$ cat src/rtl/spi_burst_master.sv
`timescale 1ns/1ps
// SPI burst master: per-burst CPOL/CPHA, multi-word bursts under one chip select, abort.
// Next word is pulled on tx_ack with no gap; the source gets 2*DATA_W*DIV cycles to present it.
module spi_burst_master #(
  parameter int DATA_W = 8,
  parameter int DIV    = 13,
  parameter int NUM_SS = 1,
  parameter int LEN_W  = 8
) (
  input  logic              clk,
  input  logic              rst,
  input  logic              start,
  input  logic              abort,
  input  logic              cpol,
  input  logic              cpha,
  input  logic [NUM_SS-1:0] ss_mask,
  input  logic [LEN_W-1:0]  len,
  input  logic [DATA_W-1:0] data_in,
  output logic              tx_ack,
  input  logic              miso,
  output logic              mosi,
  output logic              sck,
  output logic [NUM_SS-1:0] ss_n,
  output logic [DATA_W-1:0] data_out,
  output logic              new_data,
  output logic              busy
);

  localparam int CNT_W  = (DIV > 1) ? $clog2(DIV) : 1;
  localparam int EDGE_W = $clog2(2 * DATA_W);
  localparam logic [CNT_W-1:0]  DIV_M1    = CNT_W'(DIV - 1);
  localparam logic [EDGE_W-1:0] EDGE_LAST = EDGE_W'(2 * DATA_W - 1);

  typedef enum logic [1:0] {IDLE, SETUP, SHIFT, HOLD} state_t;

  state_t            state;
  logic [CNT_W-1:0]  hp_cnt;
  logic [EDGE_W-1:0] edge_cnt;
  logic [LEN_W-1:0]  word_cnt;
  logic [LEN_W-1:0]  len_q;
  logic              cpol_q;
  logic              cpha_q;
  logic [DATA_W-1:0] tx_sh;
  logic [DATA_W-1:0] rx_sh;
  logic [DATA_W-1:0] tx_src;
  logic              pend_done;
  logic              pend_load;
  logic              load_now;
  logic              leading;
  logic              last_edge;

  // With DIV=1 the reload and the next leading edge share a cycle, so shifts read tx_src.
  always_comb begin
    load_now  = pend_load && !abort;
    tx_src    = load_now ? data_in : tx_sh;
    leading   = !edge_cnt[0];
    last_edge = (edge_cnt == EDGE_LAST);
  end

  always_ff @(posedge clk or posedge rst) begin
    if (rst) begin
      state     <= IDLE;
      hp_cnt    <= '0;
      edge_cnt  <= '0;
      word_cnt  <= '0;
      len_q     <= '0;
      cpol_q    <= 1'b0;
      cpha_q    <= 1'b0;
      tx_sh     <= '0;
      rx_sh     <= '0;
      pend_done <= 1'b0;
      pend_load <= 1'b0;
      sck       <= 1'b0;
      mosi      <= 1'b0;
      ss_n      <= '1;
      busy      <= 1'b0;
      tx_ack    <= 1'b0;
      new_data  <= 1'b0;
      data_out  <= '0;
    end else begin
      new_data  <= 1'b0;
      tx_ack    <= 1'b0;
      pend_done <= 1'b0;
      pend_load <= 1'b0;
      if (pend_done) begin
        data_out <= rx_sh;
        new_data <= 1'b1;
      end
      case (state)
        IDLE: begin
          if (start) begin
            cpol_q   <= cpol;
            cpha_q   <= cpha;
            len_q    <= len;
            ss_n     <= ~ss_mask;
            busy     <= 1'b1;
            sck      <= cpol;
            word_cnt <= '0;
            hp_cnt   <= '0;
            edge_cnt <= '0;
            if (cpha) begin
              tx_sh <= data_in;
            end else begin
              tx_sh <= {data_in[DATA_W-2:0], 1'b0};
              mosi  <= data_in[DATA_W-1];
            end
            state <= SETUP;
          end
        end
        SETUP: begin
          if (abort) begin
            state  <= HOLD;
            hp_cnt <= '0;
            sck    <= cpol_q;
          end else if (hp_cnt == DIV_M1) begin
            hp_cnt <= '0;
            state  <= SHIFT;
          end else begin
            hp_cnt <= hp_cnt + CNT_W'(1);
          end
        end
        SHIFT: begin
          if (abort) begin
            state  <= HOLD;
            hp_cnt <= '0;
            sck    <= cpol_q;
          end else begin
            if (load_now) begin
              tx_ack   <= 1'b1;
              word_cnt <= word_cnt + LEN_W'(1);
              if (cpha_q) begin
                tx_sh <= data_in;
              end else begin
                tx_sh <= {data_in[DATA_W-2:0], 1'b0};
                mosi  <= data_in[DATA_W-1];
              end
            end
            if (hp_cnt == DIV_M1) begin
              hp_cnt   <= '0;
              sck      <= ~sck;
              edge_cnt <= edge_cnt + EDGE_W'(1);
              if (leading ^ cpha_q) begin
                rx_sh <= {rx_sh[DATA_W-2:0], miso};
              end else if (cpha_q || !last_edge) begin
                mosi  <= tx_src[DATA_W-1];
                tx_sh <= {tx_src[DATA_W-2:0], 1'b0};
              end
              if (last_edge) begin
                edge_cnt  <= '0;
                pend_done <= 1'b1;
                if (word_cnt == len_q) state <= HOLD;
                else pend_load <= 1'b1;
              end
            end else begin
              hp_cnt <= hp_cnt + CNT_W'(1);
            end
          end
        end
        HOLD: begin
          sck <= cpol_q;
          if (hp_cnt == DIV_M1) begin
            hp_cnt <= '0;
            ss_n   <= '1;
            busy   <= 1'b0;
            state  <= IDLE;
          end else begin
            hp_cnt <= hp_cnt + CNT_W'(1);
          end
        end
        default: state <= IDLE;
      endcase
    end
  end

endmodule

$ cat config.mk
export PLATFORM = sky130hd
export DESIGN_NAME = spi_burst_master
export DESIGN_NICKNAME = d
export VERILOG_FILES = /design/src/rtl/spi_burst_master.sv
export SDC_FILE = /design/constraint.sdc
export NUM_CORES = 1
export LEC_CHECK = 0
export CAP_MARGIN = 25
export CORE_MARGIN = 2
export CORE_UTILIZATION = 35
export DETAILED_ROUTE_END_ITERATION = 8
export SETUP_SLACK_MARGIN = 0.3
export SKIP_LAST_GASP = 1
export SLEW_MARGIN = 40
export SYNTH_ARGS = -nofsm -noshare
export SYNTH_HDL_FRONTEND = slang
export SYNTH_SLANG_ARGS = --single-unit
$ cat constraint.sdc
create_clock -name clk -period 2.2 [get_ports clk]
set_clock_uncertainty 0.2 [all_clocks]
set_input_delay 0.22 -clock clk [delete_from_list [all_inputs] [get_ports clk]]
set_output_delay 0.22 -clock clk [all_outputs]
set_load 0.1 [all_outputs]
* Word level (Yosys, flattened, before mapping)
Index checks and enable logic that the tools add are counted.
** Word-level totals
- Input bits :: 24
- Logic and storage cells :: 124
- Register bits after elaboration :: 60
- Output and inout bits :: 14
** Operators by class
- Reductions and logical operators :: 18
- Equality and inequality tests :: 17
- Muxes and demuxes :: 64
- Add/sub/neg operators :: 3
- Bitwise gates (word level) :: 4
** Operators with widths (number)
- 2-to-1 mux 8 bit :: 12
- case mux 8 bit (2 select lines) :: 2
- 2-to-1 mux 1 bit :: 29
- 2-to-1 mux 4 bit :: 6
- 2-to-1 mux 2 bit :: 8
- AND reduction 4 bit :: 4
- inequality test 2 bit (second input constant) :: 7
- inequality test 3 bit (second input constant) :: 4
- case mux 4 bit (3 select lines) :: 1
- AND reduction 3 bit :: 3
- adder 4 x 1 -> 4 bit (second input constant) :: 2
- adder 8 x 1 -> 8 bit (second input constant) :: 1
- == test 4 bit (second input constant) :: 2
- == test 8 bit :: 1
- case mux 2 bit (4 select lines) :: 1
- case mux 4 bit (2 select lines) :: 1
- case mux 1 bit (2 select lines) :: 3
- AND reduction 6 bit :: 1
- == test 2 bit (second input constant) :: 2
- case mux 1 bit (4 select lines) :: 1
- nonzero test 2 bit :: 2
- zero test 1 bit :: 3
- inverter 1 bit :: 3
- == test 2 x 1 -> 1 bit (second input constant) :: 1
- other kinds (6) :: 6

* Depth between registers and ports, before layout
Gate-level depths: netlist of the first run.
- Depth after elaboration :: 8
- Gate-level depth with buffers :: 10
- Depth with buffers taken out :: 7

* Worst setup path after synthesis of the first run
Ideal clock, no wire load.
- Path type :: register to register
- From :: register state[0]
- To :: register tx_sh[1]
- Data arrival time :: 1718 ps
- Path slack :: 161 ps
- Data required time :: 1879 ps
- Cell stages (with the launch flop) :: 9
- Path through :: dfrtp_1 -> inv_1 -> ha_1 -> clkbuf_2 -> nor2b_1 -> clkbuf_1 -> nor3_2 -> a21oi_1 -> o22a_1
** Between the ends
- Longest elaborated chain between the ends :: 3
** Ends and longest elaborated chain
- from (decl) :: RTL line 36 : state_t state;
- from (signal assigned) :: RTL line 62 : state <= IDLE;
- from (signal assigned) :: RTL line 107 : state <= SETUP;
- from (signal assigned) :: RTL line 112 : state <= HOLD;
- == test 2 bit / zero test 2 bit (equally long branches) :: RTL line 89 : case (state)
- inequality test 2 bit (no source line) / nonzero test 2 bit (equally long branches)
- AND reduction 3 bit (no source line)
- to (signal assigned) :: RTL line 102 : tx_sh <= data_in;
- to (signal assigned) :: RTL line 104 : tx_sh <= {data_in[DATA_W-2:0], 1'b0};
- to (signal assigned) :: RTL line 132 : tx_sh <= data_in;
- to (decl) :: RTL line 43 : logic [DATA_W-1:0] tx_sh;
Parallel ways exist; a longest one is shown, timed or not.
A chain may end at the register's enable or synchronous reset.

* Final worst setup path of the first run
- From :: register state[0]
- To :: register rx_sh[1]
** Between the ends
- Longest elaborated chain between the ends :: 2
** Ends and longest elaborated chain
- == test 2 bit :: RTL line 89
- AND reduction 4 bit (no source line)
- to (signal assigned) :: RTL line 143 : rx_sh <= {rx_sh[DATA_W-2:0], miso};
- to (decl) :: RTL line 44 : logic [DATA_W-1:0] rx_sh;
Every way passes these cells.

==> impl_metrics.ini, run 1 <==
[worst_hold_path]
min_path_type = input pin to asynchronous set/reset pin

[synth]
synth_top_family_by_area = compound AO/OA/AOI/OAI gates
synth_compound_area_frac = 0.160
synthSimpleGateAreaFrac = 0.115
synth_area_per_cell_um2 = 10.3
netlist_instances = 317
synthesis.area_um2 = 3260
ys_seq_elements = 60
synth_ff_type = dfrtp_1
synth_fa_ha_area_frac = 0.0345
yosysUniqueCellTypes = 48
synth_enable_flop_cells = 0
synthMuxAreaShare = 0.149
yosys_warnings = 0
ys_seq_area_frac = 0.461
synth_fp_nets = 350
synthArstFlopShare = 1.00
synthXorXnorAreaFrac = 0.0403

[setup_path]
worstPathRequired_ps = 2230
crit_fanout = 8
arrival_ps = 1980
crit_start = state[0]
ff2ff_path_depth = 9
r2r-start = state[0]
rrSetupSlack_ps = 250
critPathLaunchType = flop
critPathKind = flop to flop
cp-end-kind = flop
r2r_end = rx_sh[1]

[power_and_ir_drop]
p_leak_uw = 0.00204
p_sw_uw = 1890
power.density_nw_per_um2 = 1110
p_int_uw = 3290
switching_share = 0.365
p_total_uw = 5180
seqPwrFrac = 0.293
vdd_drop_max_mv = 0.510
pwr-share-comb = 0.469
clock_power_share = 0.238

[sta]
worst_pin_slew_ps = 526
slew_headroom = 0.649
finalWorstPathRequiredPeriod_ps = 1950
slew_violations = 0
finalCritPeriodShare = 0.885
rsz0062_at_grt = yes
hold_viol = 0
setup_viol = 0
tns_ps = 0
fmax_ghz = 0.513
setup_slack_ps = 252

[detailed_routing]
dr_wl_met2_um = 3960
dr.pass1.iters = 4
avgRoutedWirePerCell_um = 15.7
drc = 0
top_layer = met4
avgViaCountPerCell = 5.24
drt-total-wl_um = 8040
wl_met3_um = 357
ant_nets = 0
first_iter_violations = 158
wl_met1_um = 3670
vias = 2687

[final_layout]
area_delta_synth_final_pct = 42.6
fin_nets = 430
mostFrequentLayoutCells = dfrtp_1, buf_4, nand2_1
multi_input_area_um2 = 1920
regArea_um2 = 1500
final_cells = 513
final_common_cell = dfrtp_1
utilization = 0.508
n_antenna_cell = 0
drive_above_1_share = 0.378
fill_cells = 837

[cts]
clock_latency_ps = 350
cts-root-buf = clkbuf_8
path_clk_slew_ps = 70
cts_tree = built
cts_buffers = 9
cts.sinks = 60
cts-htree-levels = 3
ctsLongestPathBuffers = 2

[global_route]
grt_max_degree = 25
overflow = 0
antenna_found_initial = 0
track_usage = 0.170
grt_pass1_vias = 2745
grt_pass1_wl_um = 13600

[floorplan]
die_y_um = 101
std_cell_rows = 35
num_io_pins = 38
initial_core_util = 0.356
die_x_um = 101
fp.coreArea_um2 = 9150
die_area_um2 = 10100

[place]
port_buffers = 37
dpl.hpwl_um = 5090
placedCellCount = 473
place_congestion = 0.784
place_ws_ps = -24.1

[flow_run]
maxCapViolCount = 0

[run_status]
outcome = completed
[cell type report]
class | instances | share of cell area
multi-input cells | 231 | 0.414
flip-flops and latches | 60 | 0.323
repair buffers | 85 | 0.170
well taps | 111 | 0.0299
clock buffers | 10 | 0.0296
clock inverters | 6 | 0.0240
inverters | 10 | 0.00996
[flip-flops by register name, indices dropped and copies added, names as in the netlist, 2 cells and up]
| name | flops |
|---|---|
| data_out | 8 |
| edge_cnt | 4 |
| hp_cnt | 4 |
| len_q | 8 |
| rx_sh | 8 |
| state | 2 |
| tx_sh | 8 |
| word_cnt | 8 |
[worst max-delay path, cell delays in order (launching register included)]
cell	delay, ps
dfrtp_1	390
inv_2	120
ha_4	160
buf_8	130
inv_6	50
nor2_4	150
nand2_4	70
nor2_4	100
buf_12	130
mux2_2	320
[synth_stat cells, drive strengths merged, types with 2 or more instances]
master  count  area share
nand2      34       0.039
buf         9       0.017
o31ai       4      0.0092
a21oi      20       0.031
a211oi      9       0.022
o211ai      2      0.0046
nand4       5      0.0096
nor2b       4      0.0077
and3        2      0.0038
nor2       23       0.027
xnor2       9       0.024
clkbuf      9       0.011
o21ai      14       0.021
o22a        6       0.016
dfrtp      59        0.45
a31oi       2      0.0038
ha          9       0.035
mux2       28       0.097
inv        10       0.012
xor2        6       0.016
nor3        3      0.0061
mux2i      17       0.052
a311oi      6       0.016
nand3      10       0.015
[worst max-delay path by stage]
stage / to / slack (ps)
2_1_floorplan: tx_sh[7] / 290
3_3_place_gp: edge_cnt[3] / -220
3_5_place_dp: tx_sh[7] / -20
4_1_cts: word_cnt[7] / 290
5_1_grt: rx_sh[5] / 200
6_report: rx_sh[1] / 250
[stage by stage]
step / hold slack [ps] / area (µm²)
after floorplan: 126 / 3320
after global placement: 265 / 3920
after detailed placement: 274 / 3930
after CTS: 61.1 / 4430
after global routing: 76.8 / 4650
final: 58.3 / 4650
[power groups by stage]
stage / logic [µW] / clock network, µW / registers (µW)
after CTS: 2130 / 1270 / 1510
after global routing: 2640 / 1330 / 1560
final: 2430 / 1230 / 1520
after floorplan: 1190 / 0 / 1690
after detailed placement: 1920 / 0 / 1520
after global placement: 1880 / 0 / 1520
[metal layers]
layer | global-route usage | vias to the layer above
li1 | - | 1311
met1 | 0.230 | 1315
met2 | 0.268 | 54
met3 | 0.0506 | 7
met4 | 0.0421 | 0
met5 | 0 | -
[logic make-up (layout without fill, tap and decap cells)]
| logic type | count (synthesis) | count (layout) |
|---|---|---|
| AO/OA/AOI/OAI | 76 | 78 |
| adder cells (fa/ha/maj) | 9 | 9 |
| flip-flops | 60 | 60 |
| multiplexers | 45 | 45 |
| AND/OR/NAND/NOR | 84 | 84 |
| XOR/XNOR | 15 | 15 |
| buffers and inverters | 28 | 111 |
[repair_timing]
item	CTS	global route
hold buffers	0	0
pin swaps	8	20
setup buffers	12	9
endpoints found under the hold margin	0	0
cloned	2	1
endpoints found under the setup margin	31	34
gates resized for setup	25	38
(Power assumes the default switching activity.)
==> run 2: changes to the inputs <==
--- a/config.mk
+++ b/config.mk
@@ -9,6 +9,7 @@
 export CORE_MARGIN = 2
 export CORE_UTILIZATION = 35
 export DETAILED_ROUTE_END_ITERATION = 8
+export PLACE_DENSITY = 0.55
 export SETUP_SLACK_MARGIN = 0.3
 export SKIP_LAST_GASP = 1
 export SLEW_MARGIN = 40
==> impl_metrics.ini, run 2 (synthesized netlist as in run 1, its figures left out) <==
[global_route]
grt_max_degree = 61
grt_pass1_vias = 2657
track_usage = 0.168
grt_pass1_wl_um = 13400
overflow = 0
antenna_found_initial = 0

[final_layout]
drive_above_1_share = 0.360
final_common_cell = dfrtp_1
fin_nets = 428
mostFrequentLayoutCells = dfrtp_1, buf_4, nand2_1
area_delta_synth_final_pct = 40.9
n_antenna_cell = 0
utilization = 0.502

[setup_path]
cp-end-kind = flop
critPathKind = flop to flop
worstPathRequired_ps = 2220
crit_fanout = 5
critPathLaunchType = flop
arrival_ps = 1970
ff2ff_path_depth = 10

[run_status]
outcome = completed

[cts]
clock_latency_ps = 330
cts.hold.buffers_added = 0
cts_tree = built
cts-root-buf = clkbuf_8
cts_buffers = 9
cts.sinks = 60
ctsLongestPathBuffers = 2
path_clk_slew_ps = 70
cts-htree-levels = 3

[detailed_routing]
drt-total-wl_um = 8040
first_iter_violations = 113
avgViaCountPerCell = 5.24
vias = 2678
drc = 0
avgRoutedWirePerCell_um = 15.7
dr.pass1.iters = 4
ant_nets = 0

[sta]
rsz0062_at_grt = yes
finalCritPeriodShare = 0.887
slew_violations = 0
worst_pin_slew_ps = 355
fmax_ghz = 0.512
slew_headroom = 0.763
finalWorstPathRequiredPeriod_ps = 1950
hold_viol = 0
setup_viol = 0

[power_and_ir_drop]
vdd_drop_max_mv = 0.540
power.density_nw_per_um2 = 1080
p_leak_uw = 0.00200
p_total_uw = 4980

[place]
port_buffers = 37
place_congestion = 0.789
dpl.hpwl_um = 4960

[worst_hold_path]
min_path_type = input pin to asynchronous set/reset pin

[floorplan]
fp.coreArea_um2 = 9150
die_area_um2 = 10100
num_io_pins = 38
die_y_um = 101
die_x_um = 101
initial_core_util = 0.356
std_cell_rows = 35

[flow_run]
maxCapViolCount = 0
-- run 2: cell types whose count changed in the layout (fill, tap and decap cells not counted), sizes merged --
cell	delta
buf	-2
bufinv	-1
clkbuf	+1
clkinv	+1
clkinvlp	-1
-- run 2: worst paths after layout --
| path | startpoint | to | slack, ps |
|---|---|---|---|
| max in group asynchronous | rst | state[0] | 1400 |
| setup reg to reg | state[1] | state[1] | 250 |
| setup / recovery | state[1] | state[1] | 250 |
| min in group clk | tx_sh[0] | tx_sh[0] | 290 |
| hold reg to reg | tx_sh[0] | tx_sh[0] | 290 |
| hold / removal | rst | hp_cnt[2] | 110 |
-- run 2: layout make-up --
| cell class | count | area (µm²) |
|---|---|---|
| Fill cell | 844 | 4560 |
| Multi-Input combinational cell | 231 | 1900 |
| Sequential cell | 60 | 1500 |
| Timing Repair Buffer | 83 | 790 |
| Clock buffer | 11 | 141 |
| Tap cell | 111 | 139 |
| Clock inverter | 5 | 75.1 |
| Inverter | 10 | 48.8 |
-- run 2: worst max-delay path, stage by stage, from the launching register on --
cell	delay, ps
dfrtp_1	430
buf_6	150
ha_4	160
buf_8	130
inv_8	60
nor2_4	40
buf_4	130
buf_4	140
o31ai_4	70
a21oi_2	100
a31o_2	220
-- run 2: routing by layer --
layer / up-vias / wire length [µm] / global-route usage
li1: 1304 / - / -
met1: 1294 / 3710 / 0.237
met2: 71 / 3880 / 0.259
met3: 9 / 362 / 0.0368
met4: 0 / 88 / 0.0548
met5: - / 0 / 0
-- run 2: per-stage QoR --
stage / cell area, µm² / setup slack [ps] / cells / hold slack (ps) / setup TNS [ps]
after floorplan: 3320 / 287 / 317 / 126 / 0
after global placement: 3900 / -218 / 470 / 273 / -911
after detailed placement: 3910 / -40.7 / 470 / 277 / -204
after CTS: 4350 / 293 / 498 / 131 / 0
after global routing: 4590 / 194 / 511 / 142 / 0
final: 4590 / 248 / 511 / 108 / 0
-- run 2: timing repair --
action                                  in CTS  in global routing
pin swaps                                    9                 19
setup buffers                               10                 13
gates cloned                                 2                  0
resized for setup                           25                 25
endpoints found under the setup margin      30                 33
-- run 2: report_power, final --
| group | switching (µW) | internal, µW |
|---|---|---|
| Combinational | 1230 | 1130 |
| Sequential | 185 | 1340 |
| Clock | 430 | 663 |
| Total | 1840 | 3140 |
==> run 3: changes to the inputs <==
--- a/config.mk
+++ b/config.mk
@@ -16,3 +16,4 @@
 export SYNTH_ARGS = -nofsm -noshare
 export SYNTH_HDL_FRONTEND = slang
 export SYNTH_SLANG_ARGS = --single-unit
+export TNS_END_PERCENT = 10
==> impl_metrics.ini, run 3 (synthesized netlist as in run 1, its figures left out) <==
[sta]
tns_ps = 0
finalCritPeriodShare = 0.908
rsz0062_at_grt = yes
hold_viol = 0
slew_headroom = 0.740
holdWs_ps = 290
setup_slack_ps = 202
setup_viol = 0
finalWorstPathRequiredPeriod_ps = 2000
fmax_ghz = 0.501
worst_pin_slew_ps = 390
slew_violations = 0

[detailed_routing]
dr.pass1.iters = 4
avgRoutedWirePerCell_um = 16.1
drc = 0
ant_nets = 0
drt-total-wl_um = 8180
first_iter_violations = 85
vias = 2675
avgViaCountPerCell = 5.27

[floorplan]
die_x_um = 101
num_io_pins = 38
die_y_um = 101
std_cell_rows = 35
fp.coreArea_um2 = 9150
die_area_um2 = 10100
initial_core_util = 0.356

[cts]
path_clk_slew_ps = 70
clock_latency_ps = 340
cts-htree-levels = 3
cts_buffers = 9
cts_tree = built
cts.sinks = 60
ctsLongestPathBuffers = 2
cts-root-buf = clkbuf_8

[setup_path]
r2r-start = state[1]
crit_fanout = 5
arrival_ps = 2020
worstSetupEndpoint = state[1]
r2r_end = state[1]
ff2ff_path_depth = 8
critPathKind = flop to flop
crit_start = state[1]
critPathLaunchType = flop
cp-end-kind = flop
rrSetupSlack_ps = 200
worstPathRequired_ps = 2230

[final_layout]
drive_above_1_share = 0.332
final_common_cell = dfrtp_1
mostFrequentLayoutCells = dfrtp_1, buf_4, nand2_1
final_cells = 508
fill_cells = 869
n_antenna_cell = 0
area_delta_synth_final_pct = 36.1
fin_nets = 425

[place]
place_congestion = 0.781
placedCellCount = 475
dpl.hpwl_um = 5400
port_buffers = 37
place_ws_ps = -76.7

[power_and_ir_drop]
switching_share = 0.376
power.density_nw_per_um2 = 1080
seqPwrFrac = 0.319
p_leak_uw = 0.00195
pwr-share-comb = 0.454
p_sw_uw = 1790
vdd_drop_max_mv = 0.617
clock_power_share = 0.227
p_int_uw = 2980

[global_route]
use_met2 = 0.262
busiest_layer = met2
grt_pass1_vias = 2642
grt_pass1_wl_um = 13200
overflow = 0
grt_max_degree = 25
use_met1 = 0.226
grtUsageMet3 = 0.0374
track_usage = 0.165
antenna_found_initial = 0

[worst_hold_path]
min_path_type = input pin to flop

[flow_run]
maxCapViolCount = 0

[run_status]
outcome = completed
-- run 3: cell count changes in the layout (fill, tap and decap cells not counted), moves of 3 or more --
cell / change
buf_4: +3
a21oi_1: +3
buf_12: -4
a21oi_2: -4
-- run 3: through the flow --
| step | power, µW | instance area, µm² | utilization |
|---|---|---|---|
| 6_report | 4770 | 4440 | 0.485 |
| 5_1_grt | 5100 | 4440 | 0.485 |
| 4_1_cts | 4580 | 4160 | 0.455 |
| 3_5_place_dp | 3440 | 3900 | 0.426 |
| 3_3_place_gp | 3390 | 3890 | 0.425 |
| 2_1_floorplan | 2840 | 3300 | - |
-- run 3: timing repair --
action                                  CTS  global route
hold buffers                              1             0
endpoints found under the hold margin    13             0
cloned                                    0             1
pin swaps                                 1             8
endpoints found under the setup margin   36            33
resized for setup                         6            35
buffers inserted                          2            13
-- run 3: how the worst min path moves through the flow --
stage	start	end	slack (ps)	cells after the start
finish	len[7]	len_q[7]	290	2
global route	len[6]	len_q[6]	290	2
CTS	len[7]	len_q[7]	280	2
detailed placement	tx_sh[0]	tx_sh[0]	280	2
global placement	tx_sh[0]	tx_sh[0]	270	2
floorplan	pend_done	new_data	150	0
-- run 3: power groups by stage --
stage               sequential (µW)  clock, µW  combinational (µW)
floorplan                      1680          0                1160
global placement               1530          0                1860
detailed placement             1530          0                1910
CTS                            1510       1120                1940
global route                   1550       1170                2380
finish                         1520       1080                2170
-- run 3: cell type report --
type	count	area, µm²	share of cell area
Multi-Input combinational cell	230	1820	0.409
Sequential cell	60	1510	0.339
Timing Repair Buffer	81	716	0.161
Clock inverter	7	91.3	0.0206
Inverter	10	45.0	0.0102
Tap cell	111	139	0.0313
Clock buffer	9	124	0.0279
-- run 3: layer usage --
metal	vias up	wire length, µm
met5	-	0
met4	0	71
met3	6	294
met2	58	4050
met1	1319	3770
li1	1292	-
-- run 3: critical path, cell delays in order, from the launching register on --
cell and delay (ps):
dfrtp_1 410, buf_6 130, ha_4 170, buf_8 140, o21bai_1 150, a21oi_1 80
nor2_1 240, a21oi_1 140, a31o_2 240
